File: config.mk
export PLATFORM = sky130hd
export DESIGN_NAME = dac_write_sequencer_flat
export DESIGN_NICKNAME = d
export VERILOG_FILES = /design/src/rtl/dac_seq_pkg.sv /design/src/rtl/dac_write_sequencer_if.sv /design/src/rtl/rr_arb2.sv /design/src/rtl/dac_write_sequencer.sv /design/src/flat_wrapper.sv
export SDC_FILE = /design/constraint.sdc
export NUM_CORES = 1
export LEC_CHECK = 0
export ABC_AREA = 0
export CORE_MARGIN = 1
export CORE_UTILIZATION = 50
export CTS_CLUSTER_SIZE = 12
export DETAILED_ROUTE_END_ITERATION = 6
export DONT_BUFFER_PORTS = 1
export PLACE_DENSITY = 0.72
export SYNTH_ARGS = -nofsm -noshare
export SYNTH_HDL_FRONTEND = slang
export SYNTH_SLANG_ARGS = --single-unit
File: constraint.sdc
create_clock -name clk -period 1.8 [get_ports clk]
set_input_delay 0.09 -clock clk [delete_from_list [all_inputs] [get_ports clk]]
set_output_delay 0.09 -clock clk [all_outputs]
set_load 0.05 [all_outputs]
File: src/rtl/dac_seq_pkg.sv
// dac_seq_pkg: shared state encoding, channel ids and counter width for the DAC write sequencer
package dac_seq_pkg;
  typedef enum logic [1:0] {IDLE, SETUP, WRITE, HOLD} state_t;
  localparam logic CH_A = 1'b0;
  localparam logic CH_B = 1'b1;
  localparam int CNT_W = 8;
endpackage

File: src/rtl/dac_write_sequencer_if.sv
// dac_write_sequencer_if: two waveform-source sample channels with valid/ready handshakes
interface dac_write_sequencer_if;
  logic a_req, b_req, a_ack, b_ack;
  logic [7:0] a_data, b_data;
  modport master(output a_req, a_data, b_req, b_data, input a_ack, b_ack);
  modport slave(input a_req, a_data, b_req, b_data, output a_ack, b_ack);
endinterface

File: src/rtl/rr_arb2.sv
// rr_arb2: two-way round-robin arbiter, the channel that was not granted last wins contention
module rr_arb2 import dac_seq_pkg::*; (
  input  logic [1:0] req,
  input  logic       last_grant,
  input  logic       en,
  output logic [1:0] grant
);
  assign grant[CH_A] = en && req[CH_A] && (!req[CH_B] || last_grant == CH_B);
  assign grant[CH_B] = en && req[CH_B] && (!req[CH_A] || last_grant == CH_A);
endmodule

File: src/rtl/dac_write_sequencer.sv
// dac_write_sequencer: arbitrates two sample sources onto one parallel DAC and
// generates registered CSn/WRn/DACsel timing (setup, write pulse, hold, idle).
module dac_write_sequencer import dac_seq_pkg::*; #(
  parameter int SETUP_CYC = 1,
  parameter int WR_CYC    = 2,
  parameter int HOLD_CYC  = 1
) (
  input  logic                  clk,
  input  logic                  rstn,
  input  logic                  en,
  dac_write_sequencer_if.slave  src,
  output logic [7:0]            DACdata,
  output logic                  CSn,
  output logic                  WRn,
  output logic                  DACsel,
  output logic                  busy
);
  if (SETUP_CYC < 1 || SETUP_CYC > 255 || WR_CYC < 1 || WR_CYC > 255 ||
      HOLD_CYC < 1 || HOLD_CYC > 255) begin : g_bad_param
    $error("dac_write_sequencer: SETUP_CYC, WR_CYC and HOLD_CYC must be 1..255");
  end
  localparam logic [CNT_W-1:0] SETUP_LD = CNT_W'(SETUP_CYC - 1);
  localparam logic [CNT_W-1:0] WR_LD    = CNT_W'(WR_CYC - 1);
  localparam logic [CNT_W-1:0] HOLD_LD  = CNT_W'(HOLD_CYC - 1);
  state_t           state, state_n;
  logic [CNT_W-1:0] cnt, cnt_n;
  logic             last_grant;
  logic [1:0]       gnt;
  // rstn gates the grant so an ack can never be shown while the sequencer is held in reset
  rr_arb2 u_arb (
    .req        ({src.b_req, src.a_req}),
    .last_grant (last_grant),
    .en         (en && rstn && state == IDLE),
    .grant      (gnt)
  );
  assign src.a_ack = gnt[CH_A];
  assign src.b_ack = gnt[CH_B];
  assign busy      = state != IDLE;
  always_comb begin
    state_n = state;
    cnt_n   = cnt - CNT_W'(1);
    case (state)
      IDLE: begin
        state_n = |gnt ? SETUP : IDLE;
        cnt_n   = |gnt ? SETUP_LD : cnt;
      end
      SETUP: if (cnt == '0) begin
        state_n = WRITE;
        cnt_n   = WR_LD;
      end
      WRITE: if (cnt == '0) begin
        state_n = HOLD;
        cnt_n   = HOLD_LD;
      end
      default: if (cnt == '0) begin
        state_n = IDLE;
        cnt_n   = '0;
      end
    endcase
  end
  // strobes are decoded from the next state so the pins change on the transition edge
  always_ff @(posedge clk) begin
    if (!rstn) begin
      state      <= IDLE;
      cnt        <= '0;
      CSn        <= 1'b1;
      WRn        <= 1'b1;
      DACsel     <= CH_A;
      DACdata    <= '0;
      last_grant <= CH_B;
    end else begin
      state <= state_n;
      cnt   <= cnt_n;
      CSn   <= state_n == IDLE;
      WRn   <= state_n != WRITE;
      if (|gnt) begin
        DACsel     <= gnt[CH_B];
        DACdata    <= gnt[CH_B] ? src.b_data : src.a_data;
        last_grant <= gnt[CH_B];
      end
    end
  end
endmodule

File: src/flat_wrapper.sv
// flat-port wrapper written by rule: the top's interface ports become plain ports
module dac_write_sequencer_flat import dac_seq_pkg::*;
#(
  parameter int SETUP_CYC = 1,
  parameter int WR_CYC    = 2,
  parameter int HOLD_CYC  = 1
)
  (clk, rstn, en, DACdata, CSn, WRn, DACsel, busy, src_a_req, src_a_data, src_b_req, src_b_data, src_a_ack, src_b_ack);
  dac_write_sequencer_if src_i ();
  input  logic clk;
  input  logic rstn;
  input  logic en;
  output logic [7:0] DACdata;
  output logic CSn;
  output logic WRn;
  output logic DACsel;
  output logic busy;
  input wire logic [$bits(src_i.a_req)-1:0] src_a_req;
  input wire logic [$bits(src_i.a_data)-1:0] src_a_data;
  input wire logic [$bits(src_i.b_req)-1:0] src_b_req;
  input wire logic [$bits(src_i.b_data)-1:0] src_b_data;
  output wire logic [$bits(src_i.a_ack)-1:0] src_a_ack;
  output wire logic [$bits(src_i.b_ack)-1:0] src_b_ack;
  assign src_i.a_req = src_a_req;
  assign src_i.a_data = src_a_data;
  assign src_i.b_req = src_b_req;
  assign src_i.b_data = src_b_data;
  assign src_a_ack = src_i.a_ack;
  assign src_b_ack = src_i.b_ack;
  dac_write_sequencer #(.SETUP_CYC(SETUP_CYC), .WR_CYC(WR_CYC), .HOLD_CYC(HOLD_CYC)) u_core (.clk(clk), .rstn(rstn), .en(en), .src(src_i), .DACdata(DACdata), .CSn(CSn), .WRn(WRn), .DACsel(DACsel), .busy(busy));
endmodule
==> summary.md, run 1 <==
| Metric | Value |
|---|---|
| Die Ht | `48.9 um` |
| Clock sinks | `22` |
| DRT antenna net count | `0` |
| Clk root buf | `clkbuf_4` |
| Seq cells post-synth | `22` |
| Combinational family with the most area after synthesis | `compound AO/OA/AOI/OAI gates` |
| Net Sw Frac | `46.9%` |
| Max incr delay on CP | `0.59 ns` |
| Yosys cell types | `41` |
| IO Port Bufs | `0` |
| Hpwl dp | `1.65 mm` |
| Vias per inst | `5.85` |
| CP endpoint kind | `register` |
| Initial antenna violation count | `0` |
| Finished Layout Cells | `178` |
| Routability cong. | `0.878` |
| GRT overflow | `0` |
| Seq pwr share | `35.9%` |
| Ports | `35` |
| Status | `complete, no violations` |
| Post-synth EDFFs | `0` |
| CTS tree | `built` |
| Largest net degree at the start of global routing | `19` |
| TritonCTS Buffers | `3` |
| Initial core utilization | `54.5%` |
| Fmax | `0.587 GHz` |
| Int Power | `1.17 mW` |
| Average wire per standard cell | `15.2 um` |
| Final setup margin | `0.0956 ns` |
| Hold slack | `0.0331 ns` |
| DRT Pass-1 Iters | `4` |
| Arrival @ worst endpoint | `1.91 ns` |
| Worst Path Required | `2.01 ns` |
| Synth Area in Compound Gates | `22.4%` |
| Synth top area cells | `dfxtp_1 40%, mux2i_1 7.3%, o21ai_0 5.0%` |
| CP Max Fanout | `11` |
| Drt drc | `0` |
| Post-synth top flop | `dfxtp_1` |
| Ant. Diodes | `0` |
| Core area | `2020 um^2` |
| Simple-gate portion of the synthesized area | `20.1%` |
| Combinational share of power | `51.8%` |
| H-tree depth | `1` |
| Crit path max-delay family | `simple AND/OR/NAND/NOR gates` |
| Worst Max-Slew Pin Slew | `0.605 ns` |
| Worst vdd ir | `1.32 mV` |
| Async S/R FF share, synth | `0%` |
| 1st-iter DRT viols | `14` |
| Hold Vio Cnt, Final | `0` |
| Later-pin clock latency in the skew report | `0.30 ns` |
| Sequential fraction of the synthesis area | `40.0%` |
| Synth Net Count | `145` |
| Final Setup Violations | `0` |
| Psw | `1.03 mW` |
| Leading area contributor after synthesis | `dfxtp_1` |
| Placed cell count | `156` |
| Via count | `1041` |
| GR Util All Layers | `25.0%` |
| Cell area after synthesis | `1100 um^2` |
| Max cap viols | `0` |
| HP Class | `primary input to register` |
| Type of the worst setup path | `register to register` |
| Drt total wl | `2.70 mm` |
| Final Util | `70.2%` |
| Max Buffers Root-to-Sink | `2` |
| Proportion of layout cells with a drive suffix above 1 | `17.2%` |
| Yosys warns | `0` |
| Top cell type's share of synthesized area | `40.0%` |
| Number of nets in the layout | `175` |
| Worst path cell trace | `nor2_4, nand3_1, nand2_1, nand3_1, dlygate4sd3_1` |
| Adder-cell share of the synthesized area | `2.27%` |
| Synth Instances | `122` |
| Pwr per Cell Area | `1550 nW/um^2` |
| Met1 usage | `28.3%` |
| Row count | `16` |
| Vias in the first global route | `1101` |
| Avg Inst Size Synth | `9.03 um^2` |
| Final Skew | `0.00903 ns` |
| Clk pwr share | `12.3%` |
| Post-synthesis mux area share | `7.27%` |
| Synth Area in XOR/XNOR | `3.18%` |
| DP Worst Slack | `0.191 ns` |
| Critical path launch point type | `register` |
| Chip width | `48.9 um` |
| Final period util | `94.7%` |
| Max-slew headroom | `59.5%` |
| Reg clk slew, reported paths | `0.13 ns` |
| FILL cells | `156` |
| Buf/Inv on CP | `1` |
| Met2 usage | `44.7%` |
| Top cell by count, worst path | `nand3_1` |
| Max Slew Vio Count | `0` |
| Worst R2R Setup Slack | `0.1 ns` |
| Global route hottest layer | `met2` |
| Leak | `0.630 nW` |
| Global-route wire length before repair | `4.68 mm` |
| Setup TNS Final | `0 ns` |
| Total die area | `2390 um^2` |
| RSZ-0062 raised after global routing | `false` |
| Final Critical Period | `1.70 ns` |
| Grt met3 use | `3.43%` |
| Slowest-stage cell, CP | `dlygate4sd3_1` |
| P&R area growth vs syn | `29.0%` |
## worst register-to-register path, cell delays in order (launching register included)
cell and delay, ns:
dfxtp_1 0.43, nor2_4 0.29, nand3_1 0.15, nand2_1 0.09, nand3_1 0.07, dlygate4sd3_1 0.59
## power by group through the flow
| stage | clock, mW | sequential, mW | combinational, mW |
|---|---|---|---|
| finish | 0.271 | 0.793 | 1.14 |
| global route | 0.301 | 0.809 | 1.25 |
| global placement | 0 | 0.787 | 1.03 |
| detailed placement | 0 | 0.793 | 1.06 |
| CTS | 0.288 | 0.788 | 1.12 |
| floorplan | 0 | 0.860 | 0.788 |
## synth_stat cells, types with 2 or more instances
master and n:
nand3_1 6, inv_1 4, nand3b_1 2, buf_4 2, nor2_1 9, ha_1 2, o21ai_0 11, o211ai_1 3
and2_1 4, nand4_1 2, nand2_1 6, mux2i_1 8, a21oi_1 9, xor2_1 3, dfxtp_1 22, buf_2 3
nor3b_1 2
## cells by family (layout without fill, tap and decap cells)
group | after synthesis | after routing
AO/OA/AOI/OAI | 37 | 37
AND/OR/NAND/NOR | 38 | 38
multiplexers | 8 | 8
adder cells (fa/ha/maj) | 2 | 2
XOR/XNOR | 4 | 4
flip-flops | 22 | 22
buffers and inverters | 11 | 40
## worst paths after layout
path | start | to | depth (start not counted)
min | en | u_core.DACsel$_SDFFE_PN0P_ | 3
max | u_core.state[1]$_SDFF_PN0_ | u_core.last_grant$_SDFFE_PN1P_ | 5
max reg2reg | u_core.state[1]$_SDFF_PN0_ | u_core.last_grant$_SDFFE_PN1P_ | 5
min reg2reg | u_core.DACsel$_SDFFE_PN0P_ | u_core.DACsel$_SDFFE_PN0P_ | 2
## layer usage
| layer | share of wire (%) | wire length, um |
|---|---|---|
| met1 | 42 | 1130 |
| met4 | 3.4 | 93 |
| met5 | 0 | 0 |
| met2 | 52 | 1390 |
| met3 | 3.1 | 83 |
## metrics by stage
| stage | instance area [um^2] | power [mW] |
|---|---|---|
| 5_1_grt | 1420 | 2.36 |
| 3_3_place_gp | 1200 | 1.81 |
| 4_1_cts | 1420 | 2.20 |
| 6_report | 1420 | 2.21 |
| 3_5_place_dp | 1200 | 1.86 |
| 2_1_floorplan | 1100 | 1.65 |
## placed cells by master, fill, tap and decap left out, types with 2 or more instances in the layout
cell type,n
clkbuf_4,3
dlygate4sd3_1,18
ha_1,2
nor2_1,9
mux2i_1,8
nand3b_1,2
and2_1,4
a21oi_1,9
o21ai_0,11
nand2_1,6
buf_4,13
inv_1,4
dfxtp_1,22
nand3_1,6
nor2_4,2
nor3b_1,2
o211ai_1,3
xor2_1,3
nand4_1,2
## what timing repair did
| action | CTS | global route |
|---|---|---|
| hold buffers | 18 | 0 |
| setup endpoints to repair | 2 | 0 |
| resized for setup | 1 | 0 |
| endpoints found under the hold margin | 21 | 0 |
| buffers inserted | 0 | 0 |
## sequential cells by signal, indices dropped and copies added, names as in the netlist
register / cells
u_core.CSn: 1
u_core.cnt: 8
u_core.WRn: 1
u_core.DACdata: 8
u_core.DACsel: 1
u_core.last_grant: 1
u_core.state: 2
## cell type report
class                      instances  area [um^2]  share of cell area [%]
clock buffer                       4         36.3                    2.56
inverter                           5         18.8                    1.32
multi-input combinational         89          613                    43.2
sequential                        22          440                    31.0
tap                               27         33.8                    2.38
timing repair buffer              31          278                    19.6
No activity file was read; power rests on OpenSTA's default activity.
==> run 2, diff against run 1 <==
clock period = 1.62 ns   (was 1.8 ns; I/O delays follow)
==> run 2 against run 1 <==
  * Die area unchanged
  * Critical path depth fell by 1
  * Hold slack better by 0.0035 ns
  * Critical endpoint is now u_core.cnt[5]$_SDFFE_PN0P_
  * Largest cell class unchanged
==> summary.md, run 2 (synthesized netlist as in run 1, its figures left out) <==
| Metric | Value |
|---|---|
| Placed inst area | `1230 um^2` |
| Worst vdd ir | `1.15 mV` |
| Final Skew | `0.00641 ns` |
| Max Slew Vio Count | `0` |
| Via count | `1078` |
| RSZ-0062 raised after global routing | `false` |
| CTS tree | `built` |
| Final Critical Period | `1.51 ns` |
| Ports | `35` |
| DRT antenna net count | `0` |
| Average wire per standard cell | `16.5 um` |
| Type of the worst setup path | `register to register` |
| Max-slew headroom | `58.0%` |
| P&R area growth vs syn | `31.5%` |
| GR Util All Layers | `25.7%` |
| H-tree depth | `1` |
| Footprint of the multi-input gates | `622 um^2` |
| Leak | `0.652 nW` |
| Regs by FF count | `u_core.DACdata (8), u_core.cnt (8), u_core.state (2)` |
| Highest-count cells in the layout ignoring fill and taps | `22 x dfxtp_1, 17 x dlygate4sd3_1, 17 x buf_4` |
| Final Setup Violations | `0` |
| Initial antenna violation count | `0` |
| Core area | `2020 um^2` |
| Reg clk slew, reported paths | `0.12 ns` |
| IO Port Bufs | `0` |
| Row count | `16` |
| Postcts setup bufs | `0` |
| Final period util | `93.2%` |
| Clk root buf | `clkbuf_4` |
| Total die area | `2390 um^2` |
| Pwr per Cell Area | `1720 nW/um^2` |
| 1st-iter DRT viols | `40` |
| DP Worst Slack | `0.0983 ns` |
| Final setup margin | `0.110 ns` |
| Vias in the first global route | `1021` |
| Slowest-stage cell, CP | `nor4_4` |
| TritonCTS Buffers | `3` |
| Setup TNS Final | `0 ns` |
| Design area | `1450 um^2` |
| CP endpoint kind | `register` |
| Crit path max-delay family | `simple AND/OR/NAND/NOR gates` |
| Worst Max-Slew Pin Slew | `0.630 ns` |
| Status | `complete, no violations` |
| Max incr delay on CP | `0.39 ns` |
| Drt total wl | `2.99 mm` |
| Largest net degree at the start of global routing | `19` |
| DRT Pass-1 Iters | `4` |
| Worst Path Required | `1.83 ns` |
| Initial core utilization | `54.5%` |
| Worst path cell trace | `nor4_4, nand3_1, o211ai_4, o21ba_2` |
| Commonest non-fill, non-tap cell in the layout | `dfxtp_1` |
| Later-pin clock latency in the skew report | `0.31 ns` |
| Drt drc | `0` |
| FILL cells | `148` |
| Critical path launch point type | `register` |
| Hold Vio Cnt, Final | `0` |
| Max cap viols | `0` |
| Routability cong. | `0.828` |
| Buf/Inv on CP | `0` |
| Final Util | `71.6%` |
| Chip width | `48.9 um` |
| Global-route wire length before repair | `4.74 mm` |
| Vias per inst | `5.96` |
| Ant. Diodes | `0` |
| GRT overflow | `0` |
| Arrival @ worst endpoint | `1.72 ns` |
| Max Buffers Root-to-Sink | `2` |
| Storage cell area | `440 um^2` |
| Clock sinks | `22` |
| Hold slack | `0.0366 ns` |
| Die Ht | `48.9 um` |
| Number of nets in the layout | `179` |
| Fmax | `0.662 GHz` |
| CP Max Fanout | `5` |
| HP Class | `primary input to register` |
| Hpwl dp | `1.70 mm` |
| Proportion of layout cells with a drive suffix above 1 | `18.8%` |
[run 2: layout make-up]
| class | instances | share of cell area, % |
|---|---|---|
| Tap cell | 27 | 2.33 |
| Multi-Input combinational cell | 89 | 43.0 |
| Timing Repair Buffer | 35 | 21.4 |
| Sequential cell | 22 | 30.4 |
| Clock buffer | 3 | 1.56 |
| Inverter | 5 | 1.30 |
[run 2: path summary, 6_finish.rpt]
| check | from | depth (start not counted) | slack [ns] | end |
|---|---|---|---|---|
| min | en | 3 | 0.04 | u_core.DACsel$_SDFFE_PN0P_ |
| min reg2reg | u_core.DACsel$_SDFFE_PN0P_ | 2 | 0.49 | u_core.DACsel$_SDFFE_PN0P_ |
| max | u_core.cnt[2]$_SDFFE_PN0P_ | 4 | 0.11 | u_core.cnt[5]$_SDFFE_PN0P_ |
| max reg2reg | u_core.cnt[2]$_SDFFE_PN0P_ | 4 | 0.11 | u_core.cnt[5]$_SDFFE_PN0P_ |
[run 2: power by group]
group | switching [mW] | internal [mW]
clock | 0.162 | 0.0868
combinational | 0.844 | 0.540
sequential | 0.179 | 0.680
total | 1.18 | 1.31
[run 2: through the flow]
step           std cells  total power, mW
3_3_place_gp         160             2.08
6_report             181             2.49
4_1_cts              181             2.41
2_1_floorplan        122             1.83
3_5_place_dp         160             2.11
5_1_grt              181             2.63
[run 2: timing repair]
action                                  in CTS  in global routing
endpoints found under the hold margin       21                  0
endpoints found under the setup margin       0                  4
gates resized for setup                      0                  3
hold buffers                                18                  0
[run 2: routing by layer]
| metal | wire length (um) | part of all wire (%) | GRT usage [%] | vias to the layer above |
|---|---|---|---|---|
| met5 | 0 | 0 | 0 | - |
| li1 | - | - | - | 511 |
| met1 | 1180 | 40 | 31.7 | 509 |
| met3 | 132 | 4.4 | 2.80 | 10 |
| met2 | 1610 | 54 | 47.5 | 48 |
| met4 | 63 | 2.1 | 5.88 | 0 |
[run 2: worst min-delay path: stages]
cell and delay, ns:
nand3_1 0.07, nand2_1 0.08, a21boi_0 0.07
